## src/rtl/uart_pkg.sv

```systemverilog
// Shared UART definitions: data width, FSM state encoding and baud divider helper.
package uart_pkg;

    localparam int unsigned DATA_W    = 8;
    localparam int unsigned BIT_IDX_W = $clog2(DATA_W);

    typedef enum logic [2:0] {
        IDLE,
        START_BIT,
        DATA_BITS,
        PARITY_BIT,
        STOP_BIT,
        WAIT_IDLE
    } uart_state_e;

    // Clocks per oversample tick (integer divide).
    function automatic int unsigned baud_div(input int unsigned clock_rate,
                                             input int unsigned baud_rate,
                                             input int unsigned oversample);
        return clock_rate / (baud_rate * oversample);
    endfunction

endpackage

```

## src/rtl/uart_baud_tick.sv

```systemverilog
// Oversample tick generator: one-cycle tick every DIV clocks, held in phase by a synchronous clear.
module uart_baud_tick #(
    parameter int unsigned DIV = 2
) (
    input  logic clk,
    input  logic rst_n,
    input  logic clear,
    output logic tick
);

    localparam int unsigned CNT_W = (DIV < 2) ? 1 : $clog2(DIV);

    if (DIV < 2) begin : g_div_check
        $error("uart_baud_tick: DIV must be at least 2");
    end

    logic [CNT_W-1:0] cnt;

    // tick is registered but lands in the cycle where cnt == DIV-1.
    always_ff @(posedge clk or negedge rst_n) begin
        if (!rst_n) begin
            cnt  <= '0;
            tick <= 1'b0;
        end else if (clear) begin
            cnt  <= '0;
            tick <= 1'b0;
        end else begin
            cnt  <= (cnt == CNT_W'(DIV - 1)) ? '0 : cnt + 1'b1;
            tick <= (cnt == CNT_W'(DIV - 2));
        end
    end

endmodule

```

## src/rtl/uart8_receiver.sv

```systemverilog
// 8N1 UART receiver with oversampling, valid/ready holding register, framing and overrun flags.
// Optional even-parity bit and parity_err output when UART_RX_PARITY_EN is defined.
module uart8_receiver
    import uart_pkg::*;
#(
    parameter int unsigned CLOCK_RATE = 50000000,
    parameter int unsigned BAUD_RATE  = 9600,
    parameter int unsigned OVERSAMPLE = 16
) (
    input  logic              clk,
    input  logic              reset,
    input  logic              en,
    input  logic              in,
    output logic [DATA_W-1:0] out,
    output logic              valid,
    input  logic              ready,
    output logic              frame_err,
`ifdef UART_RX_PARITY_EN
    output logic              parity_err,
`endif
    output logic              overrun
);

    localparam int unsigned DIV   = baud_div(CLOCK_RATE, BAUD_RATE, OVERSAMPLE);
    localparam int unsigned SUB_W = $clog2(OVERSAMPLE);

    if (OVERSAMPLE < 8 || (OVERSAMPLE & (OVERSAMPLE - 1)) != 0) begin : g_os_check
        $error("uart8_receiver: OVERSAMPLE must be a power of 2 and at least 8");
    end

    uart_state_e          state, state_next;
    logic                 sync1, rx_s, rx_prev;
    logic                 tick;
    logic [SUB_W-1:0]     sub;
    logic [BIT_IDX_W-1:0] bit_idx;
    logic [DATA_W-1:0]    shift;
    logic                 rx_fall_c, half_end_c, bit_end_c;
    logic                 deliver_c, ferr_c;
`ifdef UART_RX_PARITY_EN
    logic                 perr_c, parity_bad;
`endif

    assign rx_fall_c  = rx_prev & ~rx_s;
    assign half_end_c = tick && (sub == SUB_W'(OVERSAMPLE / 2 - 1));
    assign bit_end_c  = tick && (sub == SUB_W'(OVERSAMPLE - 1));

    uart_baud_tick #(.DIV(DIV)) u_tick (
        .clk   (clk),
        .rst_n (reset),
        .clear (state == IDLE),
        .tick  (tick)
    );

    always_ff @(posedge clk or negedge reset) begin
        if (!reset) state <= IDLE;
        else        state <= state_next;
    end

    always_comb begin
        state_next = state;
        deliver_c  = 1'b0;
        ferr_c     = 1'b0;
`ifdef UART_RX_PARITY_EN
        perr_c     = 1'b0;
`endif
        case (state)
            IDLE:      if (en && rx_fall_c) state_next = START_BIT;
            START_BIT: if (half_end_c) state_next = rx_s ? IDLE : DATA_BITS;
            DATA_BITS: begin
                if (bit_end_c && bit_idx == BIT_IDX_W'(DATA_W - 1)) begin
`ifdef UART_RX_PARITY_EN
                    state_next = PARITY_BIT;
`else
                    state_next = STOP_BIT;
`endif
                end
            end
`ifdef UART_RX_PARITY_EN
            PARITY_BIT: begin
                if (bit_end_c) begin
                    perr_c     = rx_s ^ (^shift);
                    state_next = STOP_BIT;
                end
            end
`endif
            STOP_BIT: begin
                if (bit_end_c) begin
                    if (rx_s) begin
`ifdef UART_RX_PARITY_EN
                        deliver_c = ~parity_bad;
`else
                        deliver_c = 1'b1;
`endif
                        state_next = IDLE;
                    end else begin
                        ferr_c     = 1'b1;
                        state_next = WAIT_IDLE;
                    end
                end
            end
            WAIT_IDLE: if (rx_s) state_next = IDLE;
            default:   state_next = IDLE;
        endcase
        // Disable wins over everything, including a same-cycle delivery or error.
        if (!en) begin
            state_next = IDLE;
            deliver_c  = 1'b0;
            ferr_c     = 1'b0;
`ifdef UART_RX_PARITY_EN
            perr_c     = 1'b0;
`endif
        end
    end

    always_ff @(posedge clk or negedge reset) begin
        if (!reset) begin
            sync1      <= 1'b1;
            rx_s       <= 1'b1;
            rx_prev    <= 1'b1;
            sub        <= '0;
            bit_idx    <= '0;
            shift      <= '0;
            out        <= '0;
            valid      <= 1'b0;
            frame_err  <= 1'b0;
            overrun    <= 1'b0;
`ifdef UART_RX_PARITY_EN
            parity_err <= 1'b0;
            parity_bad <= 1'b0;
`endif
        end else begin
            sync1   <= in;
            rx_s    <= sync1;
            rx_prev <= rx_s;

            // Sub-bit phase restarts on every state change so each state times from its own entry.
            if (state_next != state) sub <= '0;
            else if (tick)           sub <= sub + 1'b1;

            if (state != DATA_BITS) bit_idx <= '0;
            else if (bit_end_c)     bit_idx <= bit_idx + 1'b1;

            if (state == DATA_BITS && bit_end_c) shift[bit_idx] <= rx_s;

            frame_err <= ferr_c;
            overrun   <= 1'b0;
            if (valid && ready) valid <= 1'b0;
            if (deliver_c) begin
                if (!valid || ready) begin
                    out   <= shift;
                    valid <= 1'b1;
                end else begin
                    overrun <= 1'b1;
                end
            end
`ifdef UART_RX_PARITY_EN
            parity_err <= perr_c;
            if (state == START_BIT) parity_bad <= 1'b0;
            else if (perr_c)        parity_bad <= 1'b1;
`endif
        end
    end

endmodule

```

## config.mk

```make
export PLATFORM = sky130hd
export DESIGN_NAME = uart8_receiver
export DESIGN_NICKNAME = d
export VERILOG_FILES = /design/src/rtl/uart_pkg.sv /design/src/rtl/uart_baud_tick.sv /design/src/rtl/uart8_receiver.sv
export SDC_FILE = /design/constraint.sdc
export NUM_CORES = 1
export LEC_CHECK = 0
export CORE_AREA = 3 3 63 65
export CTS_CLUSTER_SIZE = 30
export DETAILED_ROUTE_END_ITERATION = 8
export DIE_AREA = 0 0 66 68
export PLACE_DENSITY = 0.82
export RECOVER_POWER = 25
export SLEW_MARGIN = 20
export SYNTH_ARGS = -nofsm -noshare
export SYNTH_HDL_FRONTEND = slang
export SYNTH_SLANG_ARGS = --single-unit
```

## constraint.sdc

```tcl
create_clock -name clk -period 5.5 [get_ports clk]
set_clock_uncertainty 0.2 [all_clocks]
set_input_delay 1.1 -clock clk [delete_from_list [all_inputs] [get_ports clk]]
set_output_delay 1.1 -clock clk [all_outputs]
set_load 0.1 [all_outputs]
```

After elaboration in Yosys (flattened, before gate mapping)
Cells that the tools add are included.

word-level totals
  memories kept = 0
  bits of input ports = 5
  output and inout bits = 11
  register bits after elaboration = 42
  latch bits = 0
  RAM bits = 0
  logic and storage cells = 76
  memory bits (read-only) = 0

operators by class
  bitwise operators = 2
  div/mod/pow operators = 0
  $add $sub $neg = 3
  reduce and logical (&&, ||, !) cells = 13
  muxes and demuxes = 32
  magnitude comparators = 2
  $mul = 0
  shift-type cells = 0
  eq/ne operators = 11

operator list
  operator                                                            count
  two-way mux 3 bit                                                   9
  == test 9 bit (second input constant)                               2
  two-way mux 9 bit                                                   2
  two-way mux 1 bit                                                   15
  one-hot mux 3 bit (5 select lines)                                  1
  adder 9 x 1 -> 9 bit (second input constant)                        1
  == test 3 bit (second input constant)                               3
  bitwise mux 8 bit                                                   1
  two-way mux 4 bit                                                   2
  logical AND 1 bit                                                   7
  adder 4 x 1 -> 4 bit (second input constant)                        1
  == test 4 x 3 -> 1 bit (second input constant)                      1
  == test 4 bit (second input constant)                               1
  less-than comparator 3 x 4 -> 1 bit (second input constant)         1
  nonzero test 2 bit                                                  2
  adder 3 x 1 -> 3 bit (second input constant)                        1
  demux 1 bit (select 3 bit)                                          1
  == test 3 x 1 -> 1 bit (second input constant)                      1
  == test 3 x 2 -> 1 bit (second input constant)                      1
  greater-or-equal comparator 3 x 1 -> 1 bit (second input constant)  1
  logical NOT 3 bit                                                   1
  != test 3 x 2 -> 1 bit (second input constant)                      1
  != test 3 bit                                                       1
  two-way mux 2 bit                                                   1
  other kinds (5)                                                     5

Logic depth before layout (Yosys ltp)
Gate-level depths: netlist of the first run.

  word-level depth = 8
  mapped depth = 6
  mapped depth without buffers = 5

Modules after synthesis
Synthesis of the first run repeated with hierarchy kept, for this count alone.

second synthesis, totals
  cell total of the unflattened synthesis = 183
  area total of the unflattened synthesis = 2080.7 um^2

modules (own cells, without submodules)
  module          instances  area each (um^2)  cells an instance  sequential area each (um^2)
  uart8_receiver  1          1585.3            132                804.5
  uart_baud_tick  1          495.5             51                 250.2

Worst setup path after synthesis of the first run
OpenSTA, ideal clock, no wires.

  kind = input to register
  start = input port en
  end = register out[0]
  cell stages on the path = 5
  path buffers = 1
  data required time = 5.175 ns
  setup slack = 3.124 ns
  arrival time = 2.051 ns
  setup time = 0.125 ns
  cells stage by stage = nor2b_1 > nand4_1 > nor2b_1 > buf_2 > mux2_2

on the way
  cells in the longest elaborated chain, start to end = 2

ends and longest elaborated chain
  element                        RTL line               text
  start: declaration             uart8_receiver.sv:12   input logic en,
  two-way mux 1 bit              uart8_receiver.sv:105  if (!en) begin
  AND reduction 2 bit (no line)  --
  end signal: assignment         uart8_receiver.sv:150  out <= shift;
  end: declaration               uart8_receiver.sv:14   output logic [DATA_W-1:0] out,

Every way passes these cells.
A chain may end at the register's enable or synchronous reset.

Worst setup path after layout of the first run
  start = register out[2]
  end = output port out[2]

No word-level cell between the ends.

==> results of run 1 <==
[area by class of cell]
class / count / area share, %
well taps: 46 / 2.63
clock buffers: 7 / 2.52
inverters: 6 / 1.03
clock inverters: 1 / 0.229
multi-input cells: 121 / 38.8
flip-flops and latches: 42 / 48.2
repair buffers: 15 / 6.58
[metal layers]
metal,vias to the layer above,part of all wire [%]
li1,644,-
met1,650,43
met2,33,50
met3,13,4.5
met4,0,2.7
met5,-,0
[registers in the layout (all words and copies together) (netlist names)]
name,count
u_tick.tick,1
out,8
frame_err,1
u_tick.cnt,9
valid,1
sub,4
sync1,1
shift,8
rx_prev,1
overrun,1
state,3
rx_s,1
bit_idx,3
[report_power, final]
group | internal, W | switching [W]
clock | 0.0000620 | 0.0000931
combinational | 0.00000589 | 0.0000124
sequential | 0.000312 | 0.00000412
total | 0.000380 | 0.000110
[layout by cell type, fill, tap and decap left out, types with 2 or more instances in the layout]
master,count
sky130_fd_sc_hd__nand3_1,7
sky130_fd_sc_hd__dfstp_2,2
sky130_fd_sc_hd__clkdlybuf4s50_1,13
sky130_fd_sc_hd__xnor2_1,7
sky130_fd_sc_hd__mux2_2,16
sky130_fd_sc_hd__inv_1,6
sky130_fd_sc_hd__nor3_1,3
sky130_fd_sc_hd__o21ai_0,5
sky130_fd_sc_hd__nor2_1,17
sky130_fd_sc_hd__clkbuf_4,5
sky130_fd_sc_hd__nand2_1,15
sky130_fd_sc_hd__xor2_1,4
sky130_fd_sc_hd__a31oi_1,2
sky130_fd_sc_hd__clkbuf_1,2
sky130_fd_sc_hd__ha_1,5
sky130_fd_sc_hd__nor4_1,2
sky130_fd_sc_hd__nand4_1,3
sky130_fd_sc_hd__nor3b_2,2
sky130_fd_sc_hd__nand3b_1,2
sky130_fd_sc_hd__a21oi_1,5
sky130_fd_sc_hd__dfrtp_1,39
sky130_fd_sc_hd__and3_1,2
sky130_fd_sc_hd__a211oi_1,4
sky130_fd_sc_hd__nor2b_1,6
[stage by stage]
step | instance area, um^2 | setup WS (ps) | hold WS, ps | utilization, %
global placement | 2130 | 2180 | 146 | 62.8
detailed placement | 2130 | 2090 | 149 | 62.8
floorplan | 1970 | 3120 | 145 | -
finish | 2190 | 2350 | 169 | 64.5
CTS | 2190 | 2310 | 167 | 64.6
global route | 2190 | 2230 | 174 | 64.5
[cells by family (layout without fill, tap and decap cells)]
| group | after synthesis | count (layout) | share of synthesized area (%) |
|---|---|---|---|
| flops | 42 | 42 | 53.5 |
| simple gates | 65 | 65 | 17.4 |
| buf+inv | 14 | 29 | 3.49 |
| mux | 17 | 17 | 9.64 |
| compound gates | 23 | 23 | 7.87 |
| xor+xnor | 11 | 11 | 4.89 |
| fa+ha+maj | 5 | 5 | 3.17 |
[path summary, 6_finish.rpt]
path	start	to	slack, ps	cells past startpoint
min reg2reg	sync1$_DFF_PN1_	rx_s$_DFF_PN1_	170	0
max in group asynchronous	reset	u_tick.cnt[0]$_DFF_PN0_	2690	1
max	out[2]$_DFFE_PN0P_	out[2]	2350	1
max reg2reg	sub[0]$_DFFE_PN0P_	out[2]$_DFFE_PN0P_	2920	5
min	sync1$_DFF_PN1_	rx_s$_DFF_PN1_	170	0
min in group asynchronous	reset	state[1]$_DFF_PN0_	1180	1
==> load_flow_metrics.sql, run 1 <==
INSERT INTO impl_metrics (metric_group, metric, value, unit) VALUES
('synthesis', 'syn-num-nets', '187', ''),
('sta', 'timing.final.setup_violations', '0', ''),
('floorplan', 'floorplan.io_pins', '16', ''),
('min_path', 'worst_hold_path_type', 'reg2reg', ''),
('critical_path', 'worstPathRequired', '4200', 'ps'),
('floorplan', 'fp.dieH', '68', 'um'),
('cts', 'cts_tree', 'yes', ''),
('power', 'max-vdd-ir-drop', '0.146', 'mV'),
('place', 'buffer_ports.inserted', '15', ''),
('synthesis', 'synthesis.area', '1970', 'um^2'),
('status', 'run_status', 'finished, violations left', ''),
('sta', 'finalSetupTns', '0', 'ps'),
('status', 'failed_checks', 'capacitance limit, slew limit', ''),
('floorplan', 'cell_row_count', '21', ''),
('sta', 'timing_max_transition_violations_final', '43', ''),
('critical_path', 'worstPathCellList', 'clkdlybuf4s50_1', ''),
('sta', 'timing.final.crit_share', '57.4', '%'),
('cells_and_area', 'fill_cells', '257', ''),
('cts', 'cts.reportedPaths.clkPinSlew', '110', 'ps'),
('critical_path', 'cell_type_group_with_the_largest_total_delay_on_the_critical_path', 'buffers and inverters', ''),
('place', 'routabilityCongestion', '0.857', ''),
('cts', 'hold_buffers', '0', ''),
('critical_path', 'critical_path.max_stage_delay', '1140', 'ps'),
('cts', 'cts_max_level', '2', ''),
('critical_path', 'critical_path_arrival', '1850', 'ps'),
('critical_path', 'cp_slowest_cell', 'sky130_fd_sc_hd__clkdlybuf4s50_1', ''),
('power', 'static-leakage-power', '0.948', 'nW'),
('floorplan', 'die_outline_area', '4490', 'um^2'),
('power', 'power_density', '224', 'nW/um^2'),
('grt', 'most_congested_layer_reported_by_global_routing', 'met2', ''),
('grt', 'grt_pass1_wl', '5920', 'um'),
('cts', 'bufs_on_longest_clock_path', '2', ''),
('sta', 'setup_repair_after_global_routing_missed_its_margin', 'no', ''),
('routing', 'vias_per_cell', '5.63', ''),
('floorplan', 'core_region_area', '3390', 'um^2'),
('grt', 'grt_max_degree', '43', ''),
('routing', 'drt_pre_antenna_iters', '4', ''),
('floorplan', 'initial_core_utilization', '58.2', '%'),
('synthesis', 'async_flop_share', '100', '%'),
('synthesis', 'synth_cell_type_count', '39', ''),
('synthesis', 'yosys_most_used_dff', 'sky130_fd_sc_hd__dfrtp_1', ''),
('critical_path', 'worstPathMaxFanout', '2', ''),
('critical_path', 'worst_setup_path_start_kind', 'flip-flop', ''),
('routing', 'detailroute.via_count', '1340', ''),
('cts', 'cts-root-buf', 'sky130_fd_sc_hd__clkbuf_4', ''),
('grt', 'globalRouteOverflowTotal', '0', ''),
('routing', 'post_drt_wl_per_cell', '14.1', 'um'),
('cells_and_area', 'area_growth', '10.9', '%'),
('critical_path', 'cp-end-kind', 'output port', ''),
('place', 'dp_cells', '230', ''),
('cts', 'cts_made_buffers', '5', ''),
('cts', 'cts_setup_buffers', '0', ''),
('sta', 'max_freq', '0.317', 'GHz'),
('sta', 'worst_pin_slew', '2170', 'ps'),
('synthesis', 'synth_edf_count', '0', ''),
('grt', 'number_of_antenna_violations_at_the_first_check_in_global_routing', '0', ''),
('grt', 'global_route.usage.met3', '5.25', '%'),
('power', 'finalPower', '0.000489', 'W'),
('cts', 'postCtsResizedCells', '0', ''),
('grt', 'met1_track_usage_gr', '20.3', '%'),
('grt', 'met2_usage', '29.2', '%'),
('cells_and_area', 'drive_gt1_share', '15.1', '%'),
('synthesis', 'syn_inst_count', '177', ''),
('job', 'cap_violations', '1', ''),
('sta', 'hold_viol', '0', ''),
('synthesis', 'synthesis.yosys.warnings', '0', ''),
('critical_path', 'crit_buf_inv', '1', ''),
('synthesis', 'syn_avg_cell_area', '11.1', 'um^2'),
('cells_and_area', 'multi_input_area', '848', 'um^2'),
('grt', 'grt_usage', '17.6', '%'),
('routing', 'wl', '3350', 'um');
Power figures use the tool's default switching activity.
==> run 2: changes to the inputs <==
==> constraint.sdc (replaced) <==
create_clock -name clk -period 3.2 [get_ports clk]
set_clock_uncertainty 0.2 [all_clocks]
set_input_delay 0.64 -clock clk [delete_from_list [all_inputs] [get_ports clk]]
set_output_delay 0.64 -clock clk [all_outputs]
set_load 0.1 [all_outputs]
==> run 2 against run 1 <==
  * The run still ends with capacitance limit, slew limit left
  * First-iteration DRC count is 75% higher
  * Core utilization decreased by 0.74 points
  * Sequential power increased by 72%
  * Flip-flop and latch count stayed put
  * Critical endpoint is now bit_idx[0]$_DFFE_PN0P_
==> load_flow_metrics.sql, run 2 (synthesized netlist as in run 1, its figures left out) <==
INSERT INTO impl_metrics (metric_group, metric, value, unit) VALUES
('status', 'run_status', 'finished, violations left', ''),
('status', 'failed_checks', 'capacitance limit, slew limit', ''),
('cells_and_area', 'finish.instance_area', '2160', 'um^2'),
('grt', 'grt_usage', '18.1', '%'),
('critical_path', 'cp-end-kind', 'async pin', ''),
('cts', 'cts_max_level', '2', ''),
('routing', 'drt_pre_antenna_iters', '4', ''),
('sta', 'finalSetupTns', '0', 'ps'),
('cts', 'clock_insertion_delay_worst_skew', '350', 'ps'),
('critical_path', 'crit-reg2reg-launch', 'sub[0]$_DFFE_PN0P_', ''),
('critical_path', 'critical_path_arrival', '2150', 'ps'),
('power', 'power_density', '383', 'nW/um^2'),
('grt', 'number_of_antenna_violations_at_the_first_check_in_global_routing', '0', ''),
('place', 'routabilityCongestion', '0.829', ''),
('power', 'finalPower', '0.000829', 'W'),
('grt', 'grt_max_degree', '43', ''),
('sta', 'timing.final.crit_share', '72.1', '%'),
('cells_and_area', 'most_used_cells_in_the_layout_excluding_fill_and_tap_cells', 'sky130_fd_sc_hd__dfrtp_1, sky130_fd_sc_hd__nor2_1, sky130_fd_sc_hd__mux2_2, sky130_fd_sc_hd__nand2_1, sky130_fd_sc_hd__buf_4', ''),
('cells_and_area', 'antennaDiodeCount', '0', ''),
('critical_path', 'worstPathRequired', '3040', 'ps'),
('power', 'p_comb_share', '3.9', '%'),
('grt', 'grt_pass1_wl', '6080', 'um'),
('critical_path', 'worstPathMaxFanout', '42', ''),
('sta', 'maxSlewHeadroom', '-41.9', '%'),
('grt', 'grt_pass1_vias', '1387', ''),
('floorplan', 'fp.dieH', '68', 'um'),
('cells_and_area', 'fill_cells', '275', ''),
('place', 'post-dp-hpwl', '2410', 'um'),
('power', 'p_sw', '0.000196', 'W'),
('grt', 'global_route.usage.met3', '5.58', '%'),
('critical_path', 'cell_type_group_with_the_largest_total_delay_on_the_critical_path', 'buffers and inverters', ''),
('cells_and_area', 'largest_register_ffs', '9', ''),
('critical_path', 'critical_path.max_stage_delay', '1490', 'ps'),
('sta', 'worst_pin_slew', '2130', 'ps'),
('critical_path', 'timing_worst_setup_path_type', 'in2async', ''),
('critical_path', 'crit_buf_inv', '1', ''),
('min_path', 'worst_hold_path_type', 'reg2reg', ''),
('floorplan', 'cell_row_count', '21', ''),
('floorplan', 'initial_core_utilization', '58.2', '%'),
('critical_path', 'regToRegSetupSlack', '970', 'ps'),
('routing', 'detailroute.via_count', '1351', ''),
('routing', 'drcViolationCount', '0', ''),
('cells_and_area', 'area_growth', '9.64', '%'),
('cts', 'bufs_on_longest_clock_path', '2', ''),
('sta', 'timing.final.setup_violations', '0', ''),
('routing', 'post_drt_wl_per_cell', '14.2', 'um'),
('sta', 'final_critical_path_setup_slack', '893', 'ps'),
('cts', 'cts.sink_count', '42', ''),
('sta', 'hold_viol', '0', ''),
('floorplan', 'floorplan.die.width', '66', 'um'),
('place', 'buffer_ports.inserted', '15', ''),
('grt', 'globalRouteOverflowTotal', '0', ''),
('routing', 'antenna_left', '0', ''),
('cells_and_area', 'registers.top_by_ff_count', 'u_tick.cnt', ''),
('sta', 'setup_repair_after_global_routing_missed_its_margin', 'no', ''),
('power', 'max-vdd-ir-drop', '0.221', 'mV'),
('place', 'dpl-instance-area', '2110', 'um^2'),
('job', 'cap_violations', '1', ''),
('cts', 'postCtsResizedCells', '0', ''),
('sta', 'max_freq', '0.433', 'GHz'),
('cells_and_area', 'registers_with_the_most_flip_flops', 'u_tick.cnt: 9 flops, out: 8 flops, shift: 8 flops', ''),
('routing', 'wl', '3390', 'um'),
('power', 'internal-power', '0.000633', 'W'),
('sta', 'final_period_minus_worst_setup_slack', '2310', 'ps'),
('cts', 'cts_tree', 'yes', ''),
('cells_and_area', 'drive_gt1_share', '21.2', '%'),
('cells_and_area', 'design.final.nets', '202', ''),
('critical_path', 'cp_slowest_cell', 'sky130_fd_sc_hd__clkbuf_1', ''),
('critical_path', 'worst_setup_path_start_kind', 'primary input', ''),
('floorplan', 'die_outline_area', '4490', 'um^2'),
('cts', 'hold_buffers', '0', ''),
('min_path', 'worstHoldStart', 'sync1$_DFF_PN1_', ''),
('cts', 'cts_setup_buffers', '0', ''),
('cts', 'cts_made_buffers', '5', ''),
('sta', 'timing_max_transition_violations_final', '43', ''),
('cells_and_area', 'final_common_cell', 'sky130_fd_sc_hd__dfrtp_1', ''),
('power', 'static-leakage-power', '0.973', 'nW'),
('routing', 'drt-initial-drc-count', '84', ''),
('critical_path', 'critPathLaunch', 'reset', ''),
('power', 'p_sw_share', '23.7', '%'),
('place', 'detailedPlace.worstSlack', '566', 'ps'),
('cts', 'cts-root-buf', 'sky130_fd_sc_hd__clkbuf_4', ''),
('grt', 'met1_track_usage_gr', '19.5', '%'),
('grt', 'most_congested_layer_reported_by_global_routing', 'met2', ''),
('critical_path', 'worstPathCellList', 'clkbuf_1', ''),
('routing', 'vias_per_cell', '5.65', ''),
('sta', 'worst_hold_slack', '174', 'ps'),
('cts', 'cts.reportedPaths.clkPinSlew', '110', 'ps'),
('floorplan', 'core_region_area', '3390', 'um^2'),
('floorplan', 'floorplan.io_pins', '16', ''),
('grt', 'met2_usage', '32.9', '%'),
('power', 'fraction_of_power_consumed_by_the_clock_network', '30.6', '%'),
('power', 'power_frac_seq', '65.6', '%');
-- run 2: cell count changes in the layout (fill, tap and decap cells not counted), sizes merged --
| cell | delta |
|---|---|
| clkbuf | -1 |
| clkinv | +1 |
| buf | +12 |
| clkdlybuf4s50 | -11 |
-- run 2: per-layer routing --
metal	part of all wire [%]	routed length, um
met5	0	0
met4	1.6	53
met3	4.6	157
met2	53	1800
met1	41	1380
-- run 2: final cells by class --
class,instances,area (um^2),share of cell area [%]
clock buffer,6,41.3,1.91
clock inverter,2,13.8,0.637
inverter,6,22.5,1.04
multi-input combinational,121,848,39.2
sequential,42,1050,48.8
tap,46,57.6,2.66
timing repair buffer,16,124,5.73
-- run 2: stage by stage --
stage,std cells,utilization [%]
2_1_floorplan,177,-
3_3_place_gp,231,62.2
3_5_place_dp,231,62.2
4_1_cts,239,63.8
5_1_grt,239,63.8
6_report,239,63.8
-- run 2: path summary, 6_finish.rpt --
path | end | depth (start not counted)
worst max-delay path | bit_idx[0]$_DFFE_PN0P_ | 1
worst min-delay path | rx_s$_DFF_PN1_ | 0
worst max register to register | out[2]$_DFFE_PN0P_ | 6
worst min register to register | rx_s$_DFF_PN1_ | 0
max in group clk | out[2]$_DFFE_PN0P_ | 6
min in group asynchronous | out[3]$_DFFE_PN0P_ | 1
-- run 2: power groups by stage --
stage / clock network (W) / logic, W / registers, W
floorplan: 0 / 0.0000174 / 0.000549
global placement: 0 / 0.0000314 / 0.000553
detailed placement: 0 / 0.0000331 / 0.000554
CTS: 0.000263 / 0.0000334 / 0.000543
global route: 0.000289 / 0.0000369 / 0.000545
finish: 0.000253 / 0.0000321 / 0.000543
==> run 3: changes to the inputs <==
==> constraint.sdc (replaced) <==
create_clock -name clk -period 2.4 [get_ports clk]
set_clock_uncertainty 0.2 [all_clocks]
set_input_delay 0.48 -clock clk [delete_from_list [all_inputs] [get_ports clk]]
set_output_delay 0.48 -clock clk [all_outputs]
set_load 0.1 [all_outputs]
==> run 3 against run 2 <==
  * The run now ends clean
  * Critical path type is now reg2reg
  * Worst setup slack worse by 600 ps
  * Clock-buffer cell count unchanged
  * Highest routed layer unchanged
  * Flip-flop and latch count unchanged
  * Non-clock buffer count up 6
  * Register-to-register slack worse by 680 ps
  * Core utilization up 2.1 points
  * Die area unchanged
  * Largest cell class unchanged
  * Largest power group unchanged
  * Sequential share of layout area down 1.5 points
  * Cell area up 3.2%
==> load_flow_metrics.sql, run 3 (synthesized netlist as in run 1, its figures left out) <==
INSERT INTO impl_metrics (metric_group, metric, value, unit) VALUES
('status', 'run_status', 'finished, final reports clean', ''),
('routing', 'drt-initial-drc-count', '89', ''),
('sta', 'timing.final.setup_violations', '0', ''),
('place', 'post-dp-hpwl', '2520', 'um'),
('critical_path', 'cp-end-kind', 'flip-flop', ''),
('min_path', 'worst_hold_path_type', 'reg2reg', ''),
('power', 'power_density', '544', 'nW/um^2'),
('sta', 'final_period_minus_worst_setup_slack', '2110', 'ps'),
('sta', 'finalSetupTns', '0', 'ps'),
('cts', 'cts.sink_count', '42', ''),
('cells_and_area', 'largest_register_ffs', '9', ''),
('place', 'detailedPlace.worstSlack', '37.3', 'ps'),
('cells_and_area', 'most_used_cells_in_the_layout_excluding_fill_and_tap_cells', 'sky130_fd_sc_hd__dfrtp_1, sky130_fd_sc_hd__nor2_1, sky130_fd_sc_hd__mux2_2, sky130_fd_sc_hd__buf_4, sky130_fd_sc_hd__nand2_1', ''),
('critical_path', 'timing_worst_setup_path_type', 'reg2reg', ''),
('cts', 'cts_max_level', '2', ''),
('floorplan', 'die_outline_area', '4490', 'um^2'),
('cts', 'cts.reportedPaths.clkPinSlew', '120', 'ps'),
('routing', 'antenna_left', '0', ''),
('routing', 'drt_pre_antenna_iters', '4', ''),
('floorplan', 'floorplan.io_pins', '16', ''),
('grt', 'grt_usage', '18.1', '%'),
('place', 'buffer_ports.inserted', '15', ''),
('grt', 'met1_track_usage_gr', '19.7', '%'),
('sta', 'timing_max_transition_violations_final', '0', ''),
('grt', 'grt_max_degree', '43', ''),
('cells_and_area', 'design.final.nets', '208', ''),
('critical_path', 'crit_buf_inv', '0', ''),
('critical_path', 'worst_setup_path_start_kind', 'flip-flop', ''),
('grt', 'globalRouteOverflowTotal', '0', ''),
('critical_path', 'worstPathRequired', '2440', 'ps'),
('critical_path', 'endpoint', 'shift[0]$_DFFE_PN0P_', ''),
('cells_and_area', 'drive_gt1_share', '23.6', '%'),
('critical_path', 'cp_slowest_cell', 'sky130_fd_sc_hd__or3b_4', ''),
('cells_and_area', 'registers_with_the_most_flip_flops', 'u_tick.cnt: 9 flops, out: 8 flops, shift: 8 flops', ''),
('cts', 'clock_insertion_delay_worst_skew', '340', 'ps'),
('sta', 'timing.final.crit_share', '87.9', '%'),
('critical_path', 'worstPathCellList', 'or3b_4 -> or3_4 -> nor3_1 -> mux2_2', ''),
('grt', 'grt_pass1_wl', '6130', 'um'),
('cts', 'cts_setup_buffers', '0', ''),
('grt', 'met2_usage', '33.7', '%'),
('cells_and_area', 'antennaDiodeCount', '0', ''),
('place', 'routabilityCongestion', '0.845', ''),
('sta', 'max_freq', '0.474', 'GHz'),
('sta', 'hold_viol', '0', ''),
('cts', 'cts_tree', 'yes', ''),
('floorplan', 'cell_row_count', '21', ''),
('cells_and_area', 'registers.top_by_ff_count', 'u_tick.cnt', ''),
('cts', 'cts-root-buf', 'sky130_fd_sc_hd__clkbuf_4', ''),
('power', 'static-leakage-power', '1.01', 'nW'),
('routing', 'vias_per_cell', '5.53', ''),
('cells_and_area', 'area_growth', '13.2', '%'),
('job', 'cap_violations', '0', ''),
('grt', 'number_of_antenna_violations_at_the_first_check_in_global_routing', '0', ''),
('cells_and_area', 'final_common_cell', 'sky130_fd_sc_hd__dfrtp_1', ''),
('critical_path', 'rr_endpoint', 'shift[0]$_DFFE_PN0P_', ''),
('critical_path', 'regToRegSetupSlack', '290', 'ps'),
('routing', 'drcViolationCount', '0', ''),
('sta', 'final_critical_path_setup_slack', '291', 'ps'),
('critical_path', 'critical_path_arrival', '2150', 'ps'),
('grt', 'grt_pass1_vias', '1395', ''),
('sta', 'worst_pin_slew', '982', 'ps'),
('cts', 'cts_made_buffers', '5', ''),
('critical_path', 'worstPathMaxFanout', '5', ''),
('sta', 'setup_repair_after_global_routing_missed_its_margin', 'no', ''),
('critical_path', 'cell_type_group_with_the_largest_total_delay_on_the_critical_path', 'simple AND/OR/NAND/NOR gates', ''),
('routing', 'post_drt_wl_per_cell', '14.2', 'um'),
('routing', 'wl', '3470', 'um'),
('sta', 'maxSlewHeadroom', '34.5', '%'),
('grt', 'most_congested_layer_reported_by_global_routing', 'met2', ''),
('power', 'max-vdd-ir-drop', '0.422', 'mV'),
('cts', 'postCtsResizedCells', '0', ''),
('floorplan', 'initial_core_utilization', '58.2', '%'),
('critical_path', 'crit-reg2reg-launch', 'state[1]$_DFF_PN0_', ''),
('grt', 'global_route.usage.met3', '6.08', '%'),
('critical_path', 'cp.depth', '4', ''),
('critical_path', 'cell_count_of_the_worst_reg_to_reg_path', '4', ''),
('routing', 'detailroute.via_count', '1354', ''),
('critical_path', 'critPathLaunch', 'state[1]$_DFF_PN0_', ''),
('cts', 'bufs_on_longest_clock_path', '2', ''),
('floorplan', 'fp.dieH', '68', 'um'),
('floorplan', 'floorplan.die.width', '66', 'um'),
('critical_path', 'critical_path.max_stage_delay', '440', 'ps'),
('floorplan', 'core_region_area', '3390', 'um^2');
run 3: changes by cell type in the layout (fill, tap and decap cells not counted), sizes merged:
cell / change
clkinvlp: +1
dlygate4sd3: +1
bufinv: +1
clkinv: -2
buf: +5
run 3: report_power, final:
part | internal (W) | switching, W
Combinational | 0.0000180 | 0.0000321
Sequential | 0.000715 | 0.00000683
Clock | 0.000220 | 0.000222
run 3: layer usage:
| layer | part of all wire (%) | wire (um) | vias up |
|---|---|---|---|
| met4 | 0.84 | 29 | 0 |
| li1 | - | - | 660 |
| met3 | 5.9 | 206 | 4 |
| met5 | 0 | 0 | - |
| met1 | 40 | 1390 | 654 |
| met2 | 53 | 1840 | 36 |
run 3: repair_timing:
item / 4_1_cts / 5_1_grt
endpoints found under the hold margin: 39 / 0
hold buffers: 1 / 0
endpoints found under the setup margin: 0 / 0
run 3: worst min path at each step:
stage,from,endpoint,slack [ps],cells after the start
after floorplan,reset,bit_idx[0]$_DFFE_PN0P_,-20,0
after global placement,sync1$_DFF_PN1_,rx_s$_DFF_PN1_,150,0
after detailed placement,sync1$_DFF_PN1_,rx_s$_DFF_PN1_,150,0
after CTS,sync1$_DFF_PN1_,rx_s$_DFF_PN1_,170,0
after global routing,sync1$_DFF_PN1_,rx_s$_DFF_PN1_,170,0
final,sync1$_DFF_PN1_,rx_s$_DFF_PN1_,170,0
run 3: metrics by stage:
stage / power [W] / instance area [um^2] / hold slack [ps] / cells / util, %
after floorplan: 0.000755 / 1970 / -15.6 / 177 / -
after global placement: 0.000786 / 2160 / 148 / 236 / 63.7
after detailed placement: 0.000789 / 2160 / 149 / 236 / 63.7
after CTS: 0.00123 / 2250 / 166 / 245 / 66.3
after global routing: 0.00127 / 2230 / 173 / 245 / 65.9
final: 0.00121 / 2230 / 170 / 245 / 65.9
run 3: layout make-up:
cell class | instances | area [um^2]
inverter | 6 | 22.5
sequential | 42 | 1050
tap | 46 | 57.6
multi-input combinational | 121 | 848
timing repair buffer | 22 | 170
fill | 253 | 1160
clock inverter | 2 | 37.5
clock buffer | 6 | 41.3
run 3: worst register-to-register path, delay by kind of cell (launching register included):
| kind | cells | cell delay [ps] |
|---|---|---|
| muxes | 1 | 360 |
| and+or+nand+nor | 3 | 1030 |
| DFF | 1 | 430 |
